`src/rtl/ship_gun_if.sv`:
```
// Control and sprite-box bundle between the player/bullet controller and the draw stage.
// N_BULLETS must match the value given to the ship_gun instance on the other end.
interface ship_gun_if #(
  parameter int N_BULLETS = 4
);
  logic                   i_ani_stb;
  logic                   i_animate;
  logic [7:0]             i_sw;
  logic [11:0]            o_x1;
  logic [11:0]            o_x2;
  logic [11:0]            o_y1;
  logic [11:0]            o_y2;
  logic [12*N_BULLETS-1:0] o_bx1;
  logic [12*N_BULLETS-1:0] o_bx2;
  logic [12*N_BULLETS-1:0] o_by1;
  logic [12*N_BULLETS-1:0] o_by2;
  logic [N_BULLETS-1:0]   o_active;
  logic                   o_firing;
  logic                   o_shot;

  modport master (
    output i_ani_stb, i_animate, i_sw,
    input  o_x1, o_x2, o_y1, o_y2, o_bx1, o_bx2, o_by1, o_by2,
    input  o_active, o_firing, o_shot
  );

  modport slave (
    input  i_ani_stb, i_animate, i_sw,
    output o_x1, o_x2, o_y1, o_y2, o_bx1, o_bx2, o_by1, o_by2,
    output o_active, o_firing, o_shot
  );
endinterface

```
`src/rtl/ship_gun.sv`:
```
// Player ship with clamped movement and a pool of upward-flying bullets.
// State advances only on animation ticks; box edges are derived combinationally.
module ship_gun #(
  parameter int H_SIZE    = 16,
  parameter int B_SIZE    = 4,
  parameter int IX        = 320,
  parameter int IY        = 400,
  parameter int D_WIDTH   = 640,
  parameter int D_HEIGHT  = 480,
  parameter int N_BULLETS = 4,
  parameter int P_SPEED   = 2,
  parameter int B_SPEED   = 4,
  parameter int COOLDOWN  = 8,
  parameter int AUTO_FIRE = 0
) (
  input logic       i_clk,
  input logic       i_rst_n,
  ship_gun_if.slave bus
);
  localparam int XMIN = H_SIZE;
  localparam int XMAX = D_WIDTH - 1 - H_SIZE;
  localparam int YMIN = H_SIZE;
  localparam int YMAX = D_HEIGHT - 1 - H_SIZE;
  localparam int CW   = $clog2(COOLDOWN + 2);
  localparam int SW   = (N_BULLETS > 1) ? $clog2(N_BULLETS) : 1;

  logic [11:0]          x, y, x_next, y_next;
  logic [11:0]          bx [N_BULLETS];
  logic [11:0]          by [N_BULLETS];
  logic [N_BULLETS-1:0] active;
  logic [CW-1:0]        cooldown;
  logic                 fire_prev;
  logic                 shot;
  logic                 tick, req, free_any, accept;
  logic                 right, left, up, down, fire;
  logic [SW-1:0]        slot;
  logic [11:0]          spawn_by;
  logic                 unused_sw;

  assign tick      = bus.i_animate & bus.i_ani_stb;
  assign right     = bus.i_sw[0];
  assign down      = bus.i_sw[1];
  assign fire      = bus.i_sw[4];
  assign up        = bus.i_sw[6];
  assign left      = bus.i_sw[7];
  assign unused_sw = ^{bus.i_sw[5], bus.i_sw[3:2]};

  // Opposing keys cancel; each axis saturates at its limit rather than overshooting.
  always_comb begin
    x_next = x;
    y_next = y;
    if (right && !left) begin
      if (int'(x) + P_SPEED > XMAX) x_next = 12'(XMAX);
      else                          x_next = x + 12'(P_SPEED);
    end else if (left && !right) begin
      if (int'(x) < XMIN + P_SPEED) x_next = 12'(XMIN);
      else                          x_next = x - 12'(P_SPEED);
    end
    if (down && !up) begin
      if (int'(y) + P_SPEED > YMAX) y_next = 12'(YMAX);
      else                          y_next = y + 12'(P_SPEED);
    end else if (up && !down) begin
      if (int'(y) < YMIN + P_SPEED) y_next = 12'(YMIN);
      else                          y_next = y - 12'(P_SPEED);
    end
  end

  always_comb begin
    free_any = 1'b0;
    slot     = '0;
    for (int k = N_BULLETS - 1; k >= 0; k--) begin
      if (!active[k]) begin
        free_any = 1'b1;
        slot     = SW'(k);
      end
    end
  end

  assign req      = (AUTO_FIRE != 0) ? fire : (fire & ~fire_prev);
  assign accept   = tick & req & (cooldown == '0) & free_any;
  assign spawn_by = y - 12'(H_SIZE + B_SIZE);

  always_ff @(posedge i_clk or negedge i_rst_n) begin
    if (!i_rst_n) begin
      x         <= 12'(IX);
      y         <= 12'(IY);
      cooldown  <= '0;
      fire_prev <= 1'b0;
      shot      <= 1'b0;
    end else begin
      shot <= accept;
      if (tick) begin
        x <= x_next;
        y <= y_next;
        if (AUTO_FIRE == 0) fire_prev <= fire;
        if (accept)                cooldown <= CW'(COOLDOWN);
        else if (cooldown != '0)   cooldown <= cooldown - CW'(1);
      end
    end
  end

  // A bullet never moves on its spawn tick; a retiring one parks at the pre-move player centre.
  always_ff @(posedge i_clk or negedge i_rst_n) begin
    if (!i_rst_n) begin
      for (int k = 0; k < N_BULLETS; k++) begin
        bx[k] <= 12'(IX);
        by[k] <= 12'(IY);
      end
      active <= '0;
    end else if (tick) begin
      for (int k = 0; k < N_BULLETS; k++) begin
        if (accept && slot == SW'(k)) begin
          active[k] <= 1'b1;
          bx[k]     <= x;
          by[k]     <= spawn_by;
        end else if (active[k]) begin
          if (int'(by[k]) < B_SIZE + B_SPEED) begin
            active[k] <= 1'b0;
            bx[k]     <= x;
            by[k]     <= y;
          end else begin
            by[k] <= by[k] - 12'(B_SPEED);
          end
        end
      end
    end
  end

  logic [12*N_BULLETS-1:0] bx1, bx2, by1, by2;

  always_comb begin
    bx1 = '0;
    bx2 = '0;
    by1 = '0;
    by2 = '0;
    for (int k = 0; k < N_BULLETS; k++) begin
      bx1[12*k +: 12] = bx[k] - 12'(B_SIZE);
      bx2[12*k +: 12] = bx[k] + 12'(B_SIZE);
      by1[12*k +: 12] = by[k] - 12'(B_SIZE);
      by2[12*k +: 12] = by[k] + 12'(B_SIZE);
    end
  end

  assign bus.o_x1     = x - 12'(H_SIZE);
  assign bus.o_x2     = x + 12'(H_SIZE);
  assign bus.o_y1     = y - 12'(H_SIZE);
  assign bus.o_y2     = y + 12'(H_SIZE);
  assign bus.o_bx1    = bx1;
  assign bus.o_bx2    = bx2;
  assign bus.o_by1    = by1;
  assign bus.o_by2    = by2;
  assign bus.o_active = active;
  assign bus.o_firing = |active;
  assign bus.o_shot   = shot;
endmodule

```
`src/flat_wrapper.sv`:
```
// flat-port wrapper written by rule: the top's interface ports become plain ports
module ship_gun_flat 
#(
  parameter int H_SIZE    = 16,
  parameter int B_SIZE    = 4,
  parameter int IX        = 320,
  parameter int IY        = 400,
  parameter int D_WIDTH   = 640,
  parameter int D_HEIGHT  = 480,
  parameter int N_BULLETS = 4,
  parameter int P_SPEED   = 2,
  parameter int B_SPEED   = 4,
  parameter int COOLDOWN  = 8,
  parameter int AUTO_FIRE = 0
)
  (i_clk, i_rst_n, bus_i_ani_stb, bus_i_animate, bus_i_sw, bus_o_x1, bus_o_x2, bus_o_y1, bus_o_y2, bus_o_bx1, bus_o_bx2, bus_o_by1, bus_o_by2, bus_o_active, bus_o_firing, bus_o_shot);
  ship_gun_if #(.N_BULLETS(N_BULLETS)) bus_i ();
  input logic i_clk;
  input logic i_rst_n;
  input wire logic [$bits(bus_i.i_ani_stb)-1:0] bus_i_ani_stb;
  input wire logic [$bits(bus_i.i_animate)-1:0] bus_i_animate;
  input wire logic [$bits(bus_i.i_sw)-1:0] bus_i_sw;
  output wire logic [$bits(bus_i.o_x1)-1:0] bus_o_x1;
  output wire logic [$bits(bus_i.o_x2)-1:0] bus_o_x2;
  output wire logic [$bits(bus_i.o_y1)-1:0] bus_o_y1;
  output wire logic [$bits(bus_i.o_y2)-1:0] bus_o_y2;
  output wire logic [$bits(bus_i.o_bx1)-1:0] bus_o_bx1;
  output wire logic [$bits(bus_i.o_bx2)-1:0] bus_o_bx2;
  output wire logic [$bits(bus_i.o_by1)-1:0] bus_o_by1;
  output wire logic [$bits(bus_i.o_by2)-1:0] bus_o_by2;
  output wire logic [$bits(bus_i.o_active)-1:0] bus_o_active;
  output wire logic [$bits(bus_i.o_firing)-1:0] bus_o_firing;
  output wire logic [$bits(bus_i.o_shot)-1:0] bus_o_shot;
  assign bus_i.i_ani_stb = bus_i_ani_stb;
  assign bus_i.i_animate = bus_i_animate;
  assign bus_i.i_sw = bus_i_sw;
  assign bus_o_x1 = bus_i.o_x1;
  assign bus_o_x2 = bus_i.o_x2;
  assign bus_o_y1 = bus_i.o_y1;
  assign bus_o_y2 = bus_i.o_y2;
  assign bus_o_bx1 = bus_i.o_bx1;
  assign bus_o_bx2 = bus_i.o_bx2;
  assign bus_o_by1 = bus_i.o_by1;
  assign bus_o_by2 = bus_i.o_by2;
  assign bus_o_active = bus_i.o_active;
  assign bus_o_firing = bus_i.o_firing;
  assign bus_o_shot = bus_i.o_shot;
  ship_gun #(.H_SIZE(H_SIZE), .B_SIZE(B_SIZE), .IX(IX), .IY(IY), .D_WIDTH(D_WIDTH), .D_HEIGHT(D_HEIGHT), .N_BULLETS(N_BULLETS), .P_SPEED(P_SPEED), .B_SPEED(B_SPEED), .COOLDOWN(COOLDOWN), .AUTO_FIRE(AUTO_FIRE)) u_core (.i_clk(i_clk), .i_rst_n(i_rst_n), .bus(bus_i));
endmodule
```
`config.mk`:
```
export PLATFORM = sky130hd
export DESIGN_NAME = ship_gun_flat
export DESIGN_NICKNAME = d
export VERILOG_FILES = /design/src/rtl/ship_gun_if.sv /design/src/rtl/ship_gun.sv /design/src/flat_wrapper.sv
export SDC_FILE = /design/constraint.sdc
export NUM_CORES = 1
export LEC_CHECK = 0
export BUFFER_PORTS_ARGS = -buffer_cell sky130_fd_sc_hd__buf_4
export CELL_PAD_IN_SITES_DETAIL_PLACEMENT = 0
export CELL_PAD_IN_SITES_GLOBAL_PLACEMENT = 1
export CORE_AREA = 2 2 165 167
export CTS_BUF_LIST = sky130_fd_sc_hd__clkbuf_16
export DETAILED_ROUTE_END_ITERATION = 16
export DIE_AREA = 0 0 167 169
export GPL_TIMING_DRIVEN = 0
export MAX_ROUTING_LAYER = met4
export PLACE_DENSITY = 0.85
export SYNTH_ARGS = -nofsm -noshare
export SYNTH_HDL_FRONTEND = slang
export SYNTH_SLANG_ARGS = --single-unit
export TNS_END_PERCENT = 20
```
`constraint.sdc`:
```
create_clock -name i_clk -period 3.75 [get_ports i_clk]
set_input_delay 0.9375 -clock i_clk [delete_from_list [all_inputs] [get_ports i_clk]]
set_output_delay 0.9375 -clock i_clk [all_outputs]
set_load 0.05 [all_outputs]
```
Yosys cells after proc, flatten, opt, wreduce, memory -nomap -nowiden
Cells that the tools add are included.

storage, ports and cells
  register bits = 130
  input port bits = 12
  output and inout port bits = 246
  word-level logic and storage cells = 151

operators by class
  add/sub/neg operators = 28
  magnitude comparators = 8
  eq/ne operators = 3
  multiplexer cells = 54
  bitwise logic cells = 6
  reductions and logical operators = 38

operators with widths
  kind                   number
  $mux 12                32
  $add 12x3->12 const B  8
  $sub 12x3->12 const B  8
  $lt 12x4->1 const B    4
  $sub 12x5->12 const B  3
  $gt 32x10->1 const B   1
  $gt 32x11->1 const B   1
  $add 12x2->13 const B  2
  $add 12x2->12 const B  2
  $add 12x5->12 const B  2
  $lt 12x5->1 const B    2
  $sub 12x2->12 const B  2
  $reduce_bool 2->1      11
  $mux 1                 16
  $reduce_and 2->1       7
  $reduce_and 3->1       4
  $logic_and 1x1->1      8
  $mux 2                 4
  $mux 4                 2
  $and 1x1->1            5
  $eq 2x2->1 const B     2
  $logic_not 1->1        4
  $logic_not 4->1        1
  $reduce_bool 4->1      1
  other kinds (5)        5

Depth between registers and ports, before layout
  depth after elaboration = 8
  gate-level depth with buffers = 11
  depth with buffers taken out = 9

Worst setup path after synthesis
OpenSTA, ideal clock, no wires.

  path type = register -> output
  start = reg u_core.y[4]
  end = out bus_o_y1[8]
  data arrival time = 2.568 ns
  required time = 2.812 ns
  setup slack = 0.245 ns
  cell stages (with the launch flop) = 6
  path buffers = 0
  cells stage by stage = dfstp_2 -> clkinv_1 -> ha_1 -> nor2b_1 -> nor2b_1 -> xor2_1

on the way
  cells in the longest elaborated chain, start to end = 1

RTL lines
  element                 RTL line            source
  from (decl)             ship_gun.sv:27      logic [11:0] x, y, x_next, y_next;
  from (signal assigned)  ship_gun.sv:86      y <= 12'(IY);
  from (signal assigned)  ship_gun.sv:94      y <= y_next;
  $sub 12x5->12           ship_gun.sv:146     assign bus.o_y1 = y - 12'(H_SIZE);
  to (decl)               flat_wrapper.sv:25  output wire logic [$bits(bus_i.o_y1)-1:0] bus_o_y1;

Every way passes these cells.

Worst setup path after layout
  start = reg u_core.y[8]
  end = out bus_o_y1[11]

The elaborated chain is that of the path after synthesis.

==> impl_metrics.toml <==
[setup_path]
rr_startpoint = "u_core.cooldown[0]"
crit_chain = "clkbuf_1, or4_4, or3_1, clkbuf_1, nor2_1, xor2_1, buf_4"
critPathArrivalTime_ns = 2.74
startpoint_type = "flop"
cp_slowest_stage_delay_ns = 0.58
end_kind = "output pin"
cp.required_ns = 2.81
worstSetupPathType = "flop to output pin"
reg2reg_depth = 9
reg2reg_to = "u_core.by[1]"
critPathMaxFanout = 7
rrSetupSlack_ns = 0.28
path_common_cell = "clkbuf_1"
cpMaxStageDelayCell = "or4_4"

[sta]
hold_violations = 0
fin_skew_ns = 0.01254
final_max_slew_viol_count = 0
relSlewSlack = 0.2828
timing.hold.ws_ns = 0.4827
setup_slack_ns = 0.06835
fmax_mhz = 271.6
final-setup-viol-count = 0
rsz0062_at_grt = "yes"
worst_slew_pin_slew_ns = 1.066
finalCriticalPeriod_ns = 3.682
period_share = 0.9818

[route]
maxUsedRoutingLayer = "met4"
wl_per_cell_um = 18.03
wl_met3_um = 2293
first_iter_violations = 615
drc = 0
antenna_left = 0
viasPerCell = 5.359
wl_um = 34280
wl_met1_um = 15030
wl_met2_um = 16570
vias = 10190
dr.pass1.iters = 5

[hold_path]
hp-class = "primary input to asynchronous set/reset pin"

[cts]
root_buffer = "clkbuf_16"
cts_tree = "done"
clock_latency_ns = 0.43
clock_path_buffers = 2
clkTransAtPathRegs_ns = 0.07
cts.sinks = 130
cts_buffers = 17
htreeDepth = 4
post_cts_buffers = 0

[logic_synthesis]
synth_cell_type_count = 70
yosys_warnings = 0
yosysSeqAreaShare = 0.3140
syn_avg_cell_area_um2 = 8.218
synth_area_mm2 = 0.01046
synth_edf_count = 0
synthFlopType = "dfrtp_1"
syn_inst = 1273
synth_async_sr_flop_share = 1.000
synth_fp_nets = 1318
ys_seq_elements = 130

[final_layout]
n_antenna_cell = 0
final_area_mm2 = 0.01342
area_growth_pct = 28.32
nets = 1592
drive_above_1_share = 0.2891
fin_cells = 1901
final_cell_mix = "buf_4, nand2_1, dfrtp_1, nor2_1, o21ai_0"
final_common_cell = "buf_4"

[power_and_ir_drop]
switching_share = 0.5642
pwr-share-clk = 0.148
p_int_mw = 4.973
power_mw = 11.41
power_switching_mw = 6.438
sequentialPowerShare = 0.189
peakVddDrop_mv = 0.9603
combPwrFrac = 0.663
p_per_area_mw_per_mm2 = 850.1
leakage_nw = 6.555

[floorplanning]
pin_count = 258
fp.dieW_um = 167
die-area_mm2 = 0.02822
start_util = 0.3948
dieHeight_um = 169
design.core.area_mm2 = 0.02650
rows = 60

[placed_design]
io_buffer_count = 254
post-dp-hpwl_um = 25670
dp_slack_ns = 0.03006
placed_cells = 1869
gp_congestion = 0.9084
placed_area_mm2 = 0.01283

[grt]
antenna_found_initial = 0
grtUsageTotal = 0.2427
grt_pass1_wl_um = 53520
grt_overflow = 0
grt_max_degree = 70
grt_pass1_vias = 9600

[job]
cap_violations = 0

[status]
outcome = "completed"
critical path: cells and delay by family (launching register included):
family / cells / cell delay, ns
simple gates: 3 / 1.06
buf+inv: 3 / 0.66
flops: 1 / 0.36
xor+xnor: 1 / 0.24
synth_stat cells, drive strengths merged, types with 9 or more instances:
master  instances  area (um^2)
xnor2          87        762.0
nor2           99        374.1
ha             33        412.9
dfstp          25        656.9
nand4          11        68.82
or3            18        117.6
o21ai          91        466.7
a21oi          45        229.0
nor4            9        56.30
dfrtp         105         2628
xor2           74        648.1
nand3          69        345.3
and3           21        131.4
nor3           50        255.3
inv            48        180.2
clkbuf         80        300.3
mux2           55        641.9
mux2i          20        200.2
nand2         135        506.7
o31ai          11        82.58
a31oi          10        62.56
buf            74        536.8
cell type report:
class | count | area, um^2
plain buffers | 154 | 839.6
clock buffers | 17 | 425.4
clock inverters | 15 | 161.4
fillers | 2620 | 13080
inverters | 49 | 183.9
multi-input cells | 940 | 6165
flip-flops and latches | 130 | 3284
well taps | 341 | 426.7
repair buffers | 255 | 1938
how the worst max path moves through the flow:
stage                             start       endpoint  cells past startpoint
after floorplan             u_core.y[4]    bus_o_y1[8]                      5
after global placement    bus_i_ani_stb   u_core.by[0]                      8
after detailed placement  bus_i_ani_stb  u_core.bx[10]                      8
after CTS                   u_core.y[8]   bus_o_y1[11]                      7
after global routing        u_core.x[5]   bus_o_x1[10]                      9
final                       u_core.y[8]   bus_o_y1[11]                      7
layer usage:
metal | global-route usage | up-vias
met5 | - | -
met4 | 0.05585 | 0
met3 | 0.04232 | 30
met2 | 0.3965 | 419
met1 | 0.3158 | 4886
li1 | - | 4853
cells by family (layout without fill, tap and decap cells):
| kind of cell | after synthesis | count (layout) | synth area share |
|---|---|---|---|
| and+or+nand+nor | 453 | 453 | 0.2063 |
| AOI/OAI and AO/OA | 218 | 218 | 0.1274 |
| buffers and inverters | 203 | 490 | 0.09760 |
| xor gates and xnor gates | 161 | 161 | 0.1348 |
| DFF | 130 | 130 | 0.3140 |
| muxes | 75 | 75 | 0.08049 |
| adders and majority gates | 33 | 33 | 0.03947 |
timing repair:
action / in CTS / in global routing
hold buffers: 0 / 0
gates resized for setup: 0 / 7
setup endpoints to repair: 0 / 8
state kept, by name (all words and copies together) (netlist names):
signal	flops
u_core.by	48
u_core.fire_prev	1
u_core.x	12
u_core.bx	48
u_core.y	12
u_core.bus.o_active	4
u_core.cooldown	4
u_core.bus.o_shot	1
through the flow:
step | TNS (ns) | util
finish | 0 | 0.5066
global route | -0.01888 | 0.5066
CTS | 0 | 0.5061
detailed placement | 0 | 0.4840
global placement | 0 | 0.4828
floorplan | 0 | -
power groups by stage:
stage / sequential, mW / clock (mW) / combinational (mW)
floorplan: 2.06 / 0 / 5.34
finish: 2.16 / 1.69 / 7.56
detailed placement: 2.17 / 0 / 7.52
global placement: 2.16 / 0 / 7.48
global route: 2.21 / 1.76 / 7.95
CTS: 2.15 / 1.70 / 7.54
(Power assumes the default switching activity.)
